--- src/rtl/alu_pkg.sv ---
// Shared ALU opcodes and the iterative multiplier state type.
package alu_pkg;

   localparam logic [2:0] ALU_AND = 3'b000;
   localparam logic [2:0] ALU_OR  = 3'b001;
   localparam logic [2:0] ALU_ADD = 3'b010;
   localparam logic [2:0] ALU_SUB = 3'b110;
   localparam logic [2:0] ALU_SHL = 3'b111;

   typedef enum logic [2:0] {
      IDLE,
      ADD,
      SHIFT,
      NEG,
      DONE
   } mult_state_t;

endpackage

--- src/rtl/alu_mult_seq.sv ---
// Shift-and-add multiplier that borrows the datapath ALU, one operation per cycle.
// Optional signed operands are enabled with the SIGNED_MULT_EN macro.
module alu_mult_seq
   import alu_pkg::*;
#(
   parameter int unsigned WIDTH = 32
) (
   input  logic             clk,
   input  logic             reset,
   input  logic             start,
`ifdef SIGNED_MULT_EN
   input  logic             is_signed,
`endif
   input  logic [WIDTH-1:0] op_a,
   input  logic [WIDTH-1:0] op_b,
   output logic             busy,
   output logic             done,
   output logic [WIDTH-1:0] product,
   output logic             prod_zero,
   output logic [2:0]       alu_op,
   output logic [WIDTH-1:0] alu_data1,
   output logic [WIDTH-1:0] alu_data2,
   input  logic [WIDTH-1:0] alu_result,
   input  logic             alu_zero
);

   mult_state_t      state, state_nxt;
   logic [WIDTH-1:0] m_reg, q_reg, p_reg;
   logic [WIDTH-1:0] q_shr;
   logic [WIDTH-1:0] mag_a, mag_b;
   logic             p_zero;
   logic             operand_zero;
   logic             neg_now;

`ifdef SIGNED_MULT_EN
   logic neg;
   assign mag_a   = (is_signed && op_a[WIDTH-1]) ? ('0 - op_a) : op_a;
   assign mag_b   = (is_signed && op_b[WIDTH-1]) ? ('0 - op_b) : op_b;
   assign neg_now = neg;
`else
   assign mag_a   = op_a;
   assign mag_b   = op_b;
   assign neg_now = 1'b0;
`endif

   assign q_shr        = q_reg >> 1;
   assign operand_zero = (op_a == '0) || (op_b == '0);

   always_comb begin
      state_nxt = state;
      busy      = (state != IDLE);
      done      = 1'b0;
      alu_op    = ALU_AND;
      alu_data1 = '0;
      alu_data2 = '0;
      case (state)
         IDLE: begin
            if (start) begin
               if (operand_zero)
                  state_nxt = DONE;
               else if (op_b[0])
                  state_nxt = ADD;
               else
                  state_nxt = SHIFT;
            end
         end
         ADD: begin
            alu_op    = ALU_ADD;
            alu_data1 = p_reg;
            alu_data2 = m_reg;
            state_nxt = SHIFT;
         end
         SHIFT: begin
            alu_op    = ALU_SHL;
            alu_data1 = m_reg;
            alu_data2 = {{(WIDTH-1){1'b0}}, 1'b1};
            // Q[1] is the next multiplier bit once this shift retires
            if (q_shr == '0)
               state_nxt = neg_now ? NEG : DONE;
            else if (q_reg[1])
               state_nxt = ADD;
            else
               state_nxt = SHIFT;
         end
`ifdef SIGNED_MULT_EN
         NEG: begin
            alu_op    = ALU_SUB;
            alu_data1 = '0;
            alu_data2 = p_reg;
            state_nxt = DONE;
         end
`endif
         DONE: begin
            done      = 1'b1;
            state_nxt = IDLE;
         end
         default: state_nxt = IDLE;
      endcase
   end

   // product/prod_zero are loaded on the edge entering DONE; p_zero tracks P==0
   // from the ALU zero flag so no separate comparator on P is needed.
   always_ff @(posedge clk) begin
      if (reset) begin
         state     <= IDLE;
         m_reg     <= '0;
         q_reg     <= '0;
         p_reg     <= '0;
         p_zero    <= 1'b0;
         product   <= '0;
         prod_zero <= 1'b0;
`ifdef SIGNED_MULT_EN
         neg       <= 1'b0;
`endif
      end else begin
         state <= state_nxt;
         case (state)
            IDLE: begin
               if (start) begin
                  m_reg  <= mag_a;
                  q_reg  <= mag_b;
                  p_reg  <= '0;
                  p_zero <= 1'b1;
`ifdef SIGNED_MULT_EN
                  neg    <= is_signed & (op_a[WIDTH-1] ^ op_b[WIDTH-1]);
`endif
                  if (operand_zero) begin
                     product   <= '0;
                     prod_zero <= 1'b1;
                  end
               end
            end
            ADD: begin
               p_reg  <= alu_result;
               p_zero <= alu_zero;
            end
            SHIFT: begin
               m_reg <= alu_result;
               q_reg <= q_shr;
               if ((q_shr == '0) && !neg_now) begin
                  product   <= p_reg;
                  prod_zero <= p_zero;
               end
            end
`ifdef SIGNED_MULT_EN
            NEG: begin
               p_reg     <= alu_result;
               p_zero    <= alu_zero;
               product   <= alu_result;
               prod_zero <= alu_zero;
            end
`endif
            default: ;
         endcase
      end
   end

endmodule

--- config.mk ---
export PLATFORM = sky130hd
export DESIGN_NAME = alu_mult_seq
export DESIGN_NICKNAME = d
export VERILOG_FILES = /design/src/rtl/alu_pkg.sv /design/src/rtl/alu_mult_seq.sv
export SDC_FILE = /design/constraint.sdc
export NUM_CORES = 1
export LEC_CHECK = 0
export ABC_AREA = 1
export CAP_MARGIN = 20
export CORE_MARGIN = 3
export CORE_UTILIZATION = 45
export CTS_CLUSTER_DIAMETER = 100
export DETAILED_ROUTE_END_ITERATION = 8
export PLACE_DENSITY = 0.85
export SLEW_MARGIN = 15
export SYNTH_ARGS = -nofsm -noshare
export SYNTH_HDL_FRONTEND = slang
export SYNTH_SLANG_ARGS = --single-unit
export TNS_END_PERCENT = 1
--- constraint.sdc ---
create_clock -name clk -period 3.5 [get_ports clk]
set_input_delay 0.525 -clock clk [delete_from_list [all_inputs] [get_ports clk]]
set_output_delay 0.525 -clock clk [all_outputs]
set_load 0.01 [all_outputs]
==> results by group <==
Outcome
  • Status: finished, final reports clean

Worst hold path
  • Hold/Removal Path Class: flop to flop
  • Worst Min Path Start: m_reg[19]
  • WHS Path Cells: 2
  • Hold path endpoint: m_reg[19]

Clock network
  • Post-cts sizing count: 0
  • CTS Buf Count: 17
  • Worst-skew pair later-pin latency: roughly 0.42 ns
  • Cts hold-fix bufs: 0
  • CTS root buf: clkbuf_16
  • Setup Fix Bufs, Post-CTS: 0
  • Clk slew on worst S/H paths: 0.05 ns
  • CTS tree: done
  • CTS sink cnt: 132
  • H-tree levels: 4
  • Clock tree buffer depth: 2

Power
  • Net switching power: 0.00117 W
  • Lkg Pwr: ~3.5 nW
  • Net Sw Frac: 0.286
  • Clock network power share: 0.386
  • Peak VDD IR: 0.344 mV
  • Logic pwr share: 0.202
  • P per Cell Area: 450 nW/µm²
  • Cell Int Power: a little under 0.003 W
  • Reg power frac: 0.411

Setup path
  • Critical path startpoint category: flop
  • Worst r2r src: state[1]
  • Reg2reg path depth: 7
  • CP Class: flop to primary output
  • Worst reg2reg setup slack: approximately 1.2 ns
  • Critical path required time: 2.97 ns
  • CP endpoint kind: primary output
  • Max FO, Critical Path: 25
  • Slowest stage delay, CP: 0.52 ns
  • Crit-path cells: nor3_4, inv_2, buf_4, o22ai_1, clkdlybuf4s50_1
  • Reg2Reg Capture Point: product[15]
  • Critical Path AT: 2.31 ns
  • Crit-path slowest cell: clkdlybuf4s50_1

Placement
  • Pre-CTS setup slack: ~0.73 ns
  • Routability cong.: a little under 0.9
  • # port buffers: between 200 and 250
  • Post-detail-place hpwl: ~14000 µm

Timing
  • Endpoints failing setup: 0
  • Final TNS setup: 0 ns
  • Final Cycle Share: 0.811
  • Minimum clock period: 2.84 ns
  • Unrepaired setup endpoints after global routing: no
  • Slew Limit Fails: 0
  • Slew @ Worst Pin: 0.591 ns
  • Worst Skew: 0.00636 ns
  • Setup ws final: 0.661 ns
  • Normalized max-slew margin: 0.606
  • Final Hold Fails: 0
  • Fmax: 352 MHz

Logic synthesis
  • Cell area after synthesis: roughly 6500 µm²
  • Warnings from Yosys: 0
  • Post-synthesis cell type count: 26
  • Post-synthesis xor/xnor area fraction: 0
  • Synth Area in Simple Gates: 0.322
  • Syn_nets: 1110
  • Largest family of logic cells by synthesized area: simple AND/OR/NAND/NOR gates
  • Adder-Cell Fraction of Synth Area: 0
  • Post-synthesis compound-gate area fraction: 0.147
  • Seq/Total Area, Yosys: 0.406
  • Syn avg cell area: 6.44 µm²
  • Cells after synthesis: just over 1000
  • Multiplexer area fraction after synthesis: 0
  • Post-synthesis register bit count: 132

Global routing
  • Global-route congestion overflow total: 0
  • Vias in the first global route: 6492
  • Global-route wire length before repair: around 32000 µm
  • Largest net degree at the start of global routing: 54
  • Initial antenna violation count: 0
  • GRT Overall Usage: 0.249

Detailed routing
  • Detailed-route wire length: between 20000 and 25000 µm
  • Routed wire length per instance: 14.9 µm
  • Vias/cell: between 5 and 6
  • Starting DRT DRC Count: 679
  • Drt first pass iters: 8
  • Routed Antenna Nets: 0
  • DR DRC count: 0
  • Via count: between 7000 and 8000

Final layout
  • Layout cells sized above 1: 0.0447
  • # fillers: 1240
  • Antenna fix cells: 0
  • Final net count: ~1300
  • Area Overhead vs Synth: 39.4%

Die
  • Width of the die: 126 µm
  • Initial Util: 0.465
  • Die footprint: 15900 µm²
  • Die H: 126 µm
  • Boundary Pins: 202
  • Num rows: 43
  • CORE AREA: 14000 µm²

Job
  • Max Cap Viol: 0
[worst max path at each step]
stage / from / to / slack (ns)
final: state[1] / alu_data1[30] / 0.66
after global routing: state[0] / alu_data1[30] / 0.54
after CTS: state[1] / alu_data1[30] / 0.64
after detailed placement: op_a[12] / product[15] / 0.73
after global placement: op_a[12] / product[11] / 0.76
after floorplan: state[0] / alu_data2[10] / 1.62
[synthesized netlist by cell type]
cell type / instances / area [µm²]
nand3_1: 65 / 325
a31oi_1: 61 / 382
nand4_1: 5 / 31.3
nor2_1: 148 / 556
dfxtp_1: 132 / 2640
nor3_4: 2 / 32.5
clkbuf_1: 36 / 135
and2_0: 1 / 6.26
clkinv_1: 1 / 3.75
inv_1: 120 / 450
buf_6: 2 / 22.5
and2_1: 4 / 25.0
nand3b_1: 1 / 7.51
buf_1: 4 / 15.0
o21ai_0: 3 / 15.0
o22ai_1: 32 / 200
or2_2: 2 / 12.5
nand3_4: 1 / 17.5
nand2_1: 281 / 1050
nor3_1: 3 / 15.0
nand2_2: 2 / 12.5
buf_2: 18 / 90.1
a21oi_1: 70 / 350
buf_4: 11 / 82.6
o221ai_1: 1 / 8.76
inv_2: 4 / 15.0
[area by class of cell]
cell class                      count  area [µm²]  share of cell area
Clock inverter                      4        22.5             0.00248
Timing Repair Buffer              216        2160               0.238
Sequential cell                   132        2640               0.291
Multi-Input combinational cell    682        3050               0.337
Clock buffer                       27         503              0.0554
Tap cell                          180         225              0.0248
Inverter                          125         469              0.0517
[kinds of logic (layout without fill, tap and decap cells)]
family,Yosys count,in the layout
buffers and inverters,196,372
AOI/OAI and AO/OA,167,167
and+or+nand+nor,515,515
DFF,132,132
[layout by cell type, fill, tap and decap left out, drive strengths merged]
cell type	synthesis	final
nand4	5	5
a31oi	61	61
clkbuf	36	27
or2	2	2
nand3	66	66
buf	35	16
clkdlybuf4s50	0	200
o21ai	3	3
inv	124	124
nand2	283	283
clkinvlp	0	1
clkinv	1	4
dfxtp	132	132
and2	5	5
nand3b	1	1
a21oi	70	70
nor3	5	5
o221ai	1	1
o22ai	32	32
nor2	148	148
[power by group through the flow]
stage / Combinational (W) / Sequential (W) / Clock, W
finish: 0.000827 / 0.00168 / 0.00158
global placement: 0.000809 / 0.00171 / 0
detailed placement: 0.000821 / 0.00171 / 0
global route: 0.000909 / 0.00169 / 0.00167
CTS: 0.000825 / 0.00168 / 0.00160
floorplan: 0.000486 / 0.00169 / 0
[layer usage]
| metal | up-vias | global-route usage | wire length, µm |
|---|---|---|---|
| met2 | 301 | 0.407 | 9680 |
| met4 | 0 | 0.108 | 635 |
| met1 | 3209 | 0.318 | 8610 |
| li1 | 3543 | - | - |
| met3 | 46 | 0.0509 | 1430 |
| met5 | - | 0 | 0 |
[critical path: cells and delay by family, from the launching register on]
family / cells / cell delay (ns)
DFF: 1 / 0.51
buffers and inverters: 3 / 1.19
and+or+nand+nor: 1 / 0.09
AOI/OAI and AO/OA: 1 / 0.11
[stage by stage]
step | utilization | instances | power (W) | instance area (µm²) | hold slack (ns)
after global routing | 0.649 | 1366 | 0.00427 | 9080 | 0.497
after floorplan | - | 1010 | 0.00218 | 6510 | 0.440
final | 0.649 | 1366 | 0.00409 | 9080 | 0.476
after CTS | 0.649 | 1366 | 0.00410 | 9080 | 0.478
after global placement | 0.611 | 1335 | 0.00251 | 8550 | 0.459
after detailed placement | 0.611 | 1335 | 0.00253 | 8550 | 0.464
Note: power is estimated with default switching activity, not from simulation.
